`src/rtl/uvmt_cv32e40s_obi_rsp_scheduler.sv`:
```
// ----------------------------------------------------------------------------
// uvmt_cv32e40s_obi_rsp_scheduler
//
// Slave-side OBI response scheduler used by the verification memory agents.
// Grants address phases and returns in-order responses. Free-running stall
// requests are honoured unless that would push the oldest outstanding
// response past MAX_OBI_STALLS+1 cycles after its address phase.
//
// Ports
//   clk_i          clock
//   rst_i          synchronous, active-high reset
//   req_i          OBI req from the core
//   gnt_stall_i    withhold gnt this cycle (random/formal source)
//   rsp_stall_i    withhold rvalid this cycle (random/formal source)
//   limit_en_i     1: bound response latency; 0: rsp_stall_i obeyed forever
//   gnt_o          OBI gnt (combinational from current inputs and state)
//   rvalid_o       OBI rvalid (combinational from current inputs and state)
//   outstanding_o  accepted address phases still awaiting a response
//   addr_ph_cnt_o  address phase count (req_i && gnt_o), wraps
//   rsp_ph_cnt_o   response phase count (rvalid_o), wraps
//   limit_hit_o    rvalid_o forced this cycle despite rsp_stall_i
//   err_o          sticky: head missed its deadline while the limit was on
// ----------------------------------------------------------------------------
module uvmt_cv32e40s_obi_rsp_scheduler #(
  parameter int unsigned MAX_OBI_STALLS  = 8,
  parameter int unsigned MAX_OUTSTANDING = 2,
  parameter int unsigned CNT_W           = 32
) (
  input  logic                                   clk_i,
  input  logic                                   rst_i,
  input  logic                                   req_i,
  input  logic                                   gnt_stall_i,
  input  logic                                   rsp_stall_i,
  input  logic                                   limit_en_i,
  output logic                                   gnt_o,
  output logic                                   rvalid_o,
  output logic [$clog2(MAX_OUTSTANDING+1)-1:0]   outstanding_o,
  output logic [CNT_W-1:0]                       addr_ph_cnt_o,
  output logic [CNT_W-1:0]                       rsp_ph_cnt_o,
  output logic                                   limit_hit_o,
  output logic                                   err_o
);

  localparam int unsigned OW    = $clog2(MAX_OUTSTANDING + 1);
  localparam int unsigned AW    = $clog2(MAX_OBI_STALLS + 3);
  localparam int unsigned DEPTH = MAX_OUTSTANDING;

  localparam logic [OW-1:0] OCC_FULL = OW'(MAX_OUTSTANDING);
  localparam logic [AW-1:0] AGE_LIM  = AW'(MAX_OBI_STALLS + 1);
  localparam logic [AW-1:0] AGE_SAT  = AW'(MAX_OBI_STALLS + 2);
  localparam logic [AW-1:0] AGE_NEW  = AW'(1);

  // Age queue: slot 0 is always the head (oldest) entry.
  logic [AW-1:0]    age_q   [DEPTH];
  logic [AW-1:0]    age_d   [DEPTH];
  logic [AW-1:0]    age_inc [DEPTH];
  logic [OW-1:0]    occ_q, occ_d, occ_after_pop;
  logic [CNT_W-1:0] addr_cnt_q, addr_cnt_d;
  logic [CNT_W-1:0] rsp_cnt_q, rsp_cnt_d;
  logic             err_q, err_d;

  logic             empty_c;
  logic             full_c;
  logic             head_due_c;
  logic             push_c;
  logic             pop_c;

  assign empty_c    = (occ_q == '0);
  assign full_c     = (occ_q >= OCC_FULL);
  assign head_due_c = limit_en_i && (age_q[0] >= AGE_LIM);

  // Full FIFO never grants, even when the head pops in the same cycle.
  assign gnt_o    = !rst_i && !gnt_stall_i && !full_c;
  // A due head overrides the stall; only the head needs forcing because
  // every other entry is strictly younger.
  assign rvalid_o = !rst_i && !empty_c && (!rsp_stall_i || head_due_c);

  assign push_c      = req_i && gnt_o;
  assign pop_c       = rvalid_o;
  assign limit_hit_o = rvalid_o && rsp_stall_i;

  // Age every valid entry by one, saturating so long stalls cannot wrap.
  always_comb begin
    for (int i = 0; i < int'(DEPTH); i++) begin
      age_inc[i] = age_q[i];
      if ((OW'(i) < occ_q) && (age_q[i] != AGE_SAT)) begin
        age_inc[i] = age_q[i] + AW'(1);
      end
    end
  end

  // Next queue state: shift out the head on pop, then append at the tail.
  always_comb begin
    age_d         = age_inc;
    occ_after_pop = occ_q - OW'(pop_c);
    if (pop_c) begin
      for (int i = 0; i < int'(DEPTH) - 1; i++) begin
        age_d[i] = age_inc[i+1];
      end
      age_d[DEPTH-1] = '0;
    end
    if (push_c) begin
      for (int i = 0; i < int'(DEPTH); i++) begin
        if (OW'(i) == occ_after_pop) begin
          age_d[i] = AGE_NEW;
        end
      end
    end
    occ_d = occ_after_pop + OW'(push_c);
  end

  // Phase counters and deadline-miss flag.
  always_comb begin
    addr_cnt_d = addr_cnt_q + CNT_W'(push_c);
    rsp_cnt_d  = rsp_cnt_q + CNT_W'(pop_c);
    // A head past its limit is only an error if it is not being answered now;
    // this keeps a late 0->1 limit_en_i edge from flagging an error.
    err_d      = err_q || (!empty_c && limit_en_i && (age_q[0] > AGE_LIM) && !rvalid_o);
  end

  always_ff @(posedge clk_i) begin
    if (rst_i) begin
      for (int i = 0; i < int'(DEPTH); i++) begin
        age_q[i] <= '0;
      end
      occ_q      <= '0;
      addr_cnt_q <= '0;
      rsp_cnt_q  <= '0;
      err_q      <= 1'b0;
    end else begin
      age_q      <= age_d;
      occ_q      <= occ_d;
      addr_cnt_q <= addr_cnt_d;
      rsp_cnt_q  <= rsp_cnt_d;
      err_q      <= err_d;
    end
  end

  assign outstanding_o = occ_q;
  assign addr_ph_cnt_o = addr_cnt_q;
  assign rsp_ph_cnt_o  = rsp_cnt_q;
  assign err_o         = err_q;

endmodule
```
`config.mk`:
```
export PLATFORM = sky130hd
export DESIGN_NAME = uvmt_cv32e40s_obi_rsp_scheduler
export DESIGN_NICKNAME = d
export VERILOG_FILES = /design/src/rtl/uvmt_cv32e40s_obi_rsp_scheduler.sv
export SDC_FILE = /design/constraint.sdc
export NUM_CORES = 1
export LEC_CHECK = 0
export CORE_MARGIN = 3
export CORE_UTILIZATION = 29
export CTS_BUF_LIST = sky130_fd_sc_hd__clkbuf_4
export CTS_CLUSTER_DIAMETER = 150
export DETAILED_ROUTE_END_ITERATION = 16
export DONT_BUFFER_PORTS = 1
export GPL_TIMING_DRIVEN = 0
export SETUP_SLACK_MARGIN = 0.5
export SYNTH_ARGS = -nofsm -noshare
export SYNTH_HDL_FRONTEND = slang
export SYNTH_SLANG_ARGS = --single-unit
export TNS_END_PERCENT = 10
```
`constraint.sdc`:
```
create_clock -name clk_i -period 3.7 [get_ports clk_i]
set_input_delay 0.74 -clock clk_i [delete_from_list [all_inputs] [get_ports clk_i]]
set_output_delay 0.74 -clock clk_i [all_outputs]
set_load 0.05 [all_outputs]
```
==> results by group <==
Logic synthesis
  • Area share of the largest cell type after synthesis: 40.5%
  • Post-synthesis cell count: between 400 and 500
  • Post-synthesis async set-or-reset flop share: 0%
  • Syn Std Cell Area: 3700 sq um
  • Area contributors post-synth: dfxtp_1, nor2_1, ha_1
  • Avg Inst Size Synth: 8.71 sq um
  • Commonest cells post-synth: dfxtp_1, nor2_1, a21oi_1
  • Largest area contributor in the netlist: dfxtp_1
  • Post-synth cell types: 49
  • Main synth FF type: dfxtp_1
  • Synth warn: 0
  • Number of synthesized flops with an enable pin: 0
  • Seq/Total Area, Yosys: 40.5%
  • Most numerous cell in the Yosys netlist: dfxtp_1
  • Net count after synthesis: 444
  • #FFs+latches synth: 75

Final layout
  • Area taken by multi-input logic gates: 2160 sq um
  • Antenna diode count: 0
  • Reg area: 1510 sq um
  • Fillers: 1,271
  • Fin util: 35.1%
  • Nets: about 460
  • Area delta synth->final: 16.3%
  • Layout cell share with drive strength beyond 1: a little over an eighth

STA
  • Min Tclk post-route: around 3.2 ns
  • Max Clk Rate: between 300 and 400 MHz
  • Fin Hold WS: 0.625 ns
  • Setup_tns: 0 ns
  • Period utilisation layout: 85.4%
  • Max Transition Viols Final: 0
  • Slew HR: 49.2%
  • Clock skew: 0.0249 ns
  • Setup violations, final: 0
  • RSZ-0062 raised after global routing: yes
  • Measured slew at the worst slew-check pin: 0.761 ns
  • Final Hold Fails: 0

Worst hold path
  • Hold Path Class: flip-flop to flip-flop

Pwr
  • P_sw: 395 uW
  • Logic pwr share: approximately 7.4%
  • Cell internal pwr: 1.14 mW
  • P per Cell Area: 356 nW/um^2
  • Sequential power share: 54.9%
  • Sw Share: 25.7%
  • Leakage power: 1.45 nW
  • Largest vdd supply drop: between 0.15 and 0.2 mV
  • Clock network power share: 37.7%

Placed design
  • IO buf count: 0
  • HPWL Detailed: 7140 microns
  • GPL Wtd Cong: 0.794

Clock tree
  • Htree depth: 3
  • CTS max path bufs: 2
  • Total CTS buffers: 9
  • TritonCTS clock tree: built
  • Clk sink count: 75
  • Clock Latency Late Sink: between 0.4 and 0.5 ns
  • Worst-path clk slew: 0.13 ns
  • Root Buffer: clkbuf_4

Setup path
  • CP arrival: around 3.5 ns
  • Critical path launch point type: flip-flop
  • CP required: between 4 and 5 ns
  • CP Max Fanout: 10
  • Worst setup EP type: flip-flop
  • Crit path kind: flip-flop to flip-flop

Detailed routing
  • Vias: approximately 3,200
  • Post-DRT Antenna Nets: 0
  • Initial DRT Pass Iterations: 4
  • WL/cell: 16.2 microns
  • Avg Vias per Cell: 5.21
  • Initial DRC count: 159
  • Residual DRC: 0
  • Routed WL: 10,000 microns

Die
  • Die ar.: 14,200 sq um
  • I/O pins: between 70 and 80
  • Die width: 119 microns
  • Initial Util: 30.2%
  • Area of the core: between 10,000 and 15,000 sq um
  • Num rows: 40
  • DIE HEIGHT: 119 microns

Flow run
  • Max_cap viols: 0

Outcome
  • Status: completed

Global routing
  • Largest net degree at the start of global routing: 13
  • Initial antenna violation count: 0
  • Grt ovf: 0
  • Global-route wire length before repair: 15,900 microns
  • Vias in the first global route: 3,044
  • GRT Util Overall: 14.1%
logic make-up (layout without fill, tap and decap cells):
| kind of cell | count (synthesis) | count (layout) | share of synthesized area (%) |
|---|---|---|---|
| xor+xnor | 30 | 30 | 7.09 |
| compound gates | 71 | 71 | 11.9 |
| buf+inv | 42 | 66 | 4.59 |
| fa+ha+maj | 13 | 13 | 4.39 |
| flops | 75 | 75 | 40.5 |
| mux | 9 | 9 | 2.70 |
| simple gates | 185 | 185 | 28.8 |
cell type report:
cell class,count,area share [%]
Sequential cell,75,35.1
Timing Repair inverter,1,0.203
Clock inverter,6,1.86
Buffer,24,3.08
Inverter,18,1.86
Multi-Input combinational cell,308,50.1
Clock buffer,10,1.74
Tap cell,168,4.88
Timing Repair Buffer,7,1.22
power groups by stage:
| stage | clock network (mW) | logic [mW] | registers (mW) |
|---|---|---|---|
| after global routing | 0.629 | 0.130 | 0.844 |
| after global placement | 0 | 0.0971 | 0.861 |
| after detailed placement | 0 | 0.101 | 0.861 |
| final | 0.578 | 0.114 | 0.842 |
| after floorplan | 0 | 0.0780 | 0.858 |
| after CTS | 0.596 | 0.115 | 0.842 |
metrics by stage:
stage,instances,setup WS [ns],area (sq um),total power [mW]
2_1_floorplan,425,0.469,3770,0.936
3_3_place_gp,593,-0.0139,3990,0.958
3_5_place_dp,593,0.0566,3990,0.963
4_1_cts,613,0.471,4230,1.55
5_1_grt,617,0.425,4310,1.60
6_report,617,0.542,4310,1.53
final timing paths:
kind	start	to	slack (ns)	cells past startpoint
min reg2reg	age_q[3]$_SDFF_PP0_	age_q[3]$_SDFF_PP0_	0.63	2
min	age_q[3]$_SDFF_PP0_	age_q[3]$_SDFF_PP0_	0.63	2
max reg2reg	age_q[4]$_SDFF_PP0_	rsp_ph_cnt_o[29]$_SDFF_PP0_	0.54	12
max	age_q[4]$_SDFF_PP0_	rsp_ph_cnt_o[29]$_SDFF_PP0_	0.54	12
flip-flops by register name, summed over array words and instances, names as in the netlist:
| register | count |
|---|---|
| rsp_ph_cnt_o | 32 |
| err_o | 1 |
| outstanding_o | 2 |
| addr_ph_cnt_o | 32 |
| age_q | 8 |
routing by layer:
layer  global-route usage, %  share of wire [%]  vias up
li1                        -                  -     1588
met1                    17.0                 44     1541
met2                    21.8                 47       73
met3                    6.41                7.1       13
met4                    5.43                1.8        0
met5                       0                  0        -
worst max-delay path: stages, from the launching register on:
cell,delay (ns)
dfxtp_4,0.37
inv_1,0.05
ha_1,0.20
nor4bb_1,0.14
or4_1,0.48
clkbuf_8,0.17
clkinv_8,0.10
ha_4,0.15
nand4_4,0.12
or3_4,0.45
buf_6,0.17
nor4_4,0.30
mux2_2,0.36
cells in the final DEF, fill, tap and decap left out, drive strengths merged, types with 3 or more instances in the layout:
cell type / n
clkinv: 5
ha: 13
mux2: 8
xnor2: 16
buf: 13
nor4: 11
and2: 3
o21ai: 8
clkbuf: 28
xor2: 14
nor3: 9
nor2b: 12
dfxtp: 75
inv: 17
a21oi: 32
nand4: 18
nand3: 19
or4: 21
nor2: 44
nand2: 16
a211oi: 3
and4: 7
and3: 5
o31ai: 20
or3: 10
timing repair:
item	4_1_cts	5_1_grt
setup buffers	3	4
hold buffers	0	0
cloned	1	0
gates resized for setup	15	6
setup endpoints to repair	17	15
pin swaps	1	2
No activity file was read; power rests on OpenSTA's default activity.
==> RTL change 1: new RTL, same settings <==
The parameter `CNT_W` goes from 32 to 16.
--- a/src/rtl/uvmt_cv32e40s_obi_rsp_scheduler.sv
+++ b/src/rtl/uvmt_cv32e40s_obi_rsp_scheduler.sv
@@ -24,7 +24,7 @@
 module uvmt_cv32e40s_obi_rsp_scheduler #(
   parameter int unsigned MAX_OBI_STALLS  = 8,
   parameter int unsigned MAX_OUTSTANDING = 2,
-  parameter int unsigned CNT_W           = 32
+  parameter int unsigned CNT_W           = 16
 ) (
   input  logic                                   clk_i,
   input  logic                                   rst_i,
Interface: changed (resized addr_ph_cnt_o and rsp_ph_cnt_o); port bits go from 76 to 44. No check against the original RTL was run, so the function may have changed too.
==> RTL change 1 against the original RTL <==
Via count down 50%. Sequential cell count decreased by 32. Cell area fell by 46%. Non-clock buffer count is 24 lower. Routed wire length is 54% lower. Sequential power fell by 40%. Total power down 41%. Synthesized area is 42% lower. Worst setup slack gained 100 ps.
==> RTL change 1: results (changes against the original RTL) <==
[synth]
synth_commonest_cells=dfxtp_1 (43), nor2_1 (35), xnor2_1 (16)
synthTopCellsByArea=dfxtp_1 (40%), ha_1 (7.0%), xnor2_1 (6.6%)
synth_xor_area_frac=0.1069  ; +0.03592
ys_types=45  ; -8.2%
yosys.area_share.adder=0.07046  ; +0.02654
muxShareOfSynthArea=0.01996  ; -0.007062
synth.net_count=253  ; -43%

[cts]
clk-insertion-delay-late_ps=350  ; -100 ps
clkSinkCount=43  ; -43%
htree_levels=2  ; -1
cts_resized=3  ; -12
cts_buffers=5  ; -4

[layout]
inverters=12  ; -7
multi_input_area_share=0.5102  ; +0.009578
nNonClkBuffers=7  ; -77%
clkCellAreaFrac=0.03262  ; -0.003405
num-fill-cells=715  ; -44%
multi_input_gates=173  ; -44%
final_util=0.3369  ; -0.01429
final_area_um2=2340  ; -46%

[critical_path]
cp_slowest_cell=dfxtp_1
r2r-end=rsp_ph_cnt_o[15]
rrSetupSlack_ps=790  ; +250 ps
cp_max_fo=13  ; +3
r2r_cells=9  ; -3

[outcome]
outcome=complete, no violations

[timing]
fin_skew_ps=3.723  ; -21.20 ps
fin_hold_ws_ps=596.9  ; -28.57 ps

[power]
leakage_nw=0.8174  ; -43%
p_seq_uw=505  ; -40%
peakVddDrop_uv=131.0  ; -30%
p_int_uw=660.3  ; -42%

[placement]
dpl_cell_area_um2=2251  ; -44%
dpl_worst_slack_ps=414.2  ; +357.7 ps
place.gp.congestion=0.7632  ; -3.9%

[global_routing]
grt_max_degree=14  ; +1
grt_pass1_wl_um=7997  ; -50%

[drt]
wire_per_inst_um=13.58  ; -16%
via_count=1623  ; -50%

## RTL change 1: cell types whose count changed in the layout (fill, tap and decap cells not counted), sizes merged, moves of 6 or more
cell | unedited run | this run
a21oi | 32 | 7
dfxtp | 75 | 43
nand3 | 19 | 13
clkbuf | 28 | 8
nor2 | 44 | 35
or4 | 21 | 3
nand4 | 18 | 9
mux2 | 8 | 2
nor4 | 11 | 3
o31ai | 20 | 1
buf | 13 | 4
## RTL change 1: layer usage
layer | up-vias | wire [µm]
met1 | 756 | 2068
li1 | 839 | -
met3 | 6 | 248
met5 | - | 0
met4 | 0 | 71
met2 | 22 | 2214
## RTL change 1: logic make-up after synthesis
family                     after synthesis
AOI/OAI and AO/OA                       27
xor gates and xnor gates                26
adders and majority gates               12
buffers and inverters                   19
DFF                                     43
muxes                                    4
and+or+nand+nor                        104
## RTL change 1: worst max-delay path, delay by kind of cell, from the launching register on
family          cells  cell delay, ps
simple gates        2             540
buf+inv             2             380
fa+ha+maj           1             210
compound gates      1             400
flops               1             440
==> RTL change 2: new RTL, same flow settings <==
Made on the original files. Register the input `limit_en_i` before use. The logic sees it one clock later. The other inputs are not delayed to match. Comments in the files are not updated.
--- a/src/rtl/uvmt_cv32e40s_obi_rsp_scheduler.sv
+++ b/src/rtl/uvmt_cv32e40s_obi_rsp_scheduler.sv
@@ -50,6 +50,12 @@
   localparam logic [AW-1:0] AGE_SAT  = AW'(MAX_OBI_STALLS + 2);
   localparam logic [AW-1:0] AGE_NEW  = AW'(1);
 
+  logic limit_en_q;
+
+  always_ff @(posedge clk_i) begin
+    limit_en_q <= limit_en_i;
+  end
+
   // Age queue: slot 0 is always the head (oldest) entry.
   logic [AW-1:0]    age_q   [DEPTH];
   logic [AW-1:0]    age_d   [DEPTH];
@@ -67,7 +73,7 @@
 
   assign empty_c    = (occ_q == '0);
   assign full_c     = (occ_q >= OCC_FULL);
-  assign head_due_c = limit_en_i && (age_q[0] >= AGE_LIM);
+  assign head_due_c = limit_en_q && (age_q[0] >= AGE_LIM);
 
   // Full FIFO never grants, even when the head pops in the same cycle.
   assign gnt_o    = !rst_i && !gnt_stall_i && !full_c;
@@ -115,7 +121,7 @@
     rsp_cnt_d  = rsp_cnt_q + CNT_W'(pop_c);
     // A head past its limit is only an error if it is not being answered now;
     // this keeps a late 0->1 limit_en_i edge from flagging an error.
-    err_d      = err_q || (!empty_c && limit_en_i && (age_q[0] > AGE_LIM) && !rvalid_o);
+    err_d      = err_q || (!empty_c && limit_en_q && (age_q[0] > AGE_LIM) && !rvalid_o);
   end
 
   always_ff @(posedge clk_i) begin
Check against the original RTL: not equivalent (a bounded check fails within 10 cycles, from zero or initial values and one cycle with rst_i high).
==> RTL change 2 against the original RTL <==
Via count down 0.25%. Highest routed layer unchanged. Die area up 1.2%. Sequential cell count up 1. Synthesized area up 1.3%. Sequential power up 1%. Register-to-register slack better by 30 ps. Total power down 2.7%. Worst setup slack worse by 16 ps. Count of clock-buffer cells in the layout up 2. Cell area up 0.84%. Critical path type is now input port to primary output. Routed wire length down 1.3%.
==> RTL change 2: results (changes against the original RTL) <==
[outcome]
outcome=complete, no violations

[synth]
synth.net_count=446  ; +0.45%
synth_commonest_cells=dfxtp_1 (76), nor2_1 (45), a21oi_1 (27)
ys_types=45  ; -8.2%
yosysWarnings=0  ; unchanged
async_flop_share=0  ; unchanged
synthTopCellsByArea=dfxtp_1 (41%), nor2_1 (4.5%), ha_1 (4.3%)
ys_seq_area_frac=0.4056  ; about the same

[critical_path]
rrSetupSlack_ps=570  ; +30 ps
arrival_ps=2430  ; -1070 ps
critical-path-max-stage-delay_ps=1150  ; +670 ps
cp_slowest_cell=nor3_1

[cts]
cts_buffers=9  ; unchanged
cts-root-buf=clkbuf_4
cts_hold_buf=0  ; unchanged
clk_pin_slew_ps=120
cts_resized=14  ; -1
clk-insertion-delay-late_ps=450  ; about the same
htree_levels=3  ; unchanged
post_cts_buffers=3  ; unchanged
clockBufferDepth=2  ; unchanged

[timing]
tightest_slew_ps=1430  ; +668.3 ps
fin_skew_ps=7.759  ; -17.16 ps

[global_routing]
grt_max_degree=12  ; -1
grt_usage=0.1410  ; about the same
grt_pass1_wl_um=16010  ; +1.0%
grt_util_met3=0.05325  ; -0.01085
grt_pass1_vias=3158  ; +3.7%
grt_use_met2=0.2415  ; +0.02323
grt_util_met1=0.1563  ; -0.01407
antenna_found_initial=0  ; unchanged

[placement]
place.gp.congestion=0.8216  ; +3.4%
place_hpwl_um=7112  ; -0.38%
io_buffers=0  ; unchanged

[layout]
final-nonclk-buf-share=0.04264  ; -0.0003593
nets=465  ; +0.43%
clkbuf_count=12  ; +2
seq_share=0.3526  ; +0.001677
clkCellAreaFrac=0.02967  ; -0.006351
seq_cell_count=76  ; +1.3%
nNonClkBuffers=31  ; unchanged
multi_input_area_share=0.5122  ; +0.01166
multi_input_gates=312  ; +1.3%
antenna_cells=1  ; +1
inverters=16  ; -3
final_layout_size_suffix_gt1_frac=0.1533  ; +0.01748
num-fill-cells=1323  ; +4.1%

[drt]
post_drt_via_cell_ratio=5.181  ; -0.57%
drt_iter0_markers=158  ; -0.63%
wire_per_inst_um=15.95  ; -1.6%
firstDrtPassIters=4  ; unchanged

[power]
p_clk_uw=515  ; -11%
leakage_nw=1.508  ; +4.3%
peakVddDrop_uv=138.7  ; -26%
comb_cell_power_uw=124  ; +9%
p_int_mw=1.103  ; -3.2%

[worst_hold_path]
hold_path.class=input port to flip-flop

-- RTL change 2: cell types whose count changed after synthesis, moves of 3 or more --
cell	change
nand2_1	+5
nor4_1	-4
or3_1	+3
or4_1	-3
nor3_1	+4
a21oi_1	-5
mux2_2	+3
o31ai_1	-3
nor2b_1	+3
-- RTL change 2: per-layer routing --
layer / vias to the layer above / wire length (µm)
li1: 1582 / -
met1: 1528 / 4108
met2: 82 / 4800
met3: 15 / 764
met4: 0 / 199
met5: - / 0
-- RTL change 2: stage by stage --
stage / cell area [µm²] / setup WS [ps] / hold slack, ps / power (mW) / cells
after floorplan: 3869 / 511.9 / 513.3 / 0.9537 / 427
after global placement: 4079 / 275.0 / 550.8 / 0.9741 / 595
after detailed placement: 4079 / 178.9 / 579.7 / 0.9790 / 595
after CTS: 4298 / 476.2 / 254.8 / 1.517 / 614
after global routing: 4340 / 454.8 / 260.6 / 1.559 / 618
final: 4343 / 525.5 / 301.5 / 1.493 / 619
-- RTL change 2: cell families after synthesis --
| logic type | count (synthesis) | synth area share |
|---|---|---|
| XOR/XNOR | 30 | 0.07005 |
| flip-flops | 76 | 0.4056 |
| AO/OA/AOI/OAI | 66 | 0.1101 |
| adder cells (fa/ha/maj) | 13 | 0.04336 |
| AND/OR/NAND/NOR | 190 | 0.2885 |
| multiplexers | 13 | 0.03836 |
| buffers and inverters | 39 | 0.04403 |
-- RTL change 2: final timing paths --
path | from | end | depth (start not counted)
min reg2reg | age_q[3] | age_q[3] | 2
min | limit_en_i | limit_en_q | 0
max reg2reg | age_q[4] | rsp_ph_cnt_o[30] | 11
max | rst_i | gnt_o | 3
-- RTL change 2: worst max-delay path, delay by kind of cell --
family	cells	cell delay, ps
buf+inv	2	540
simple gates	1	1150
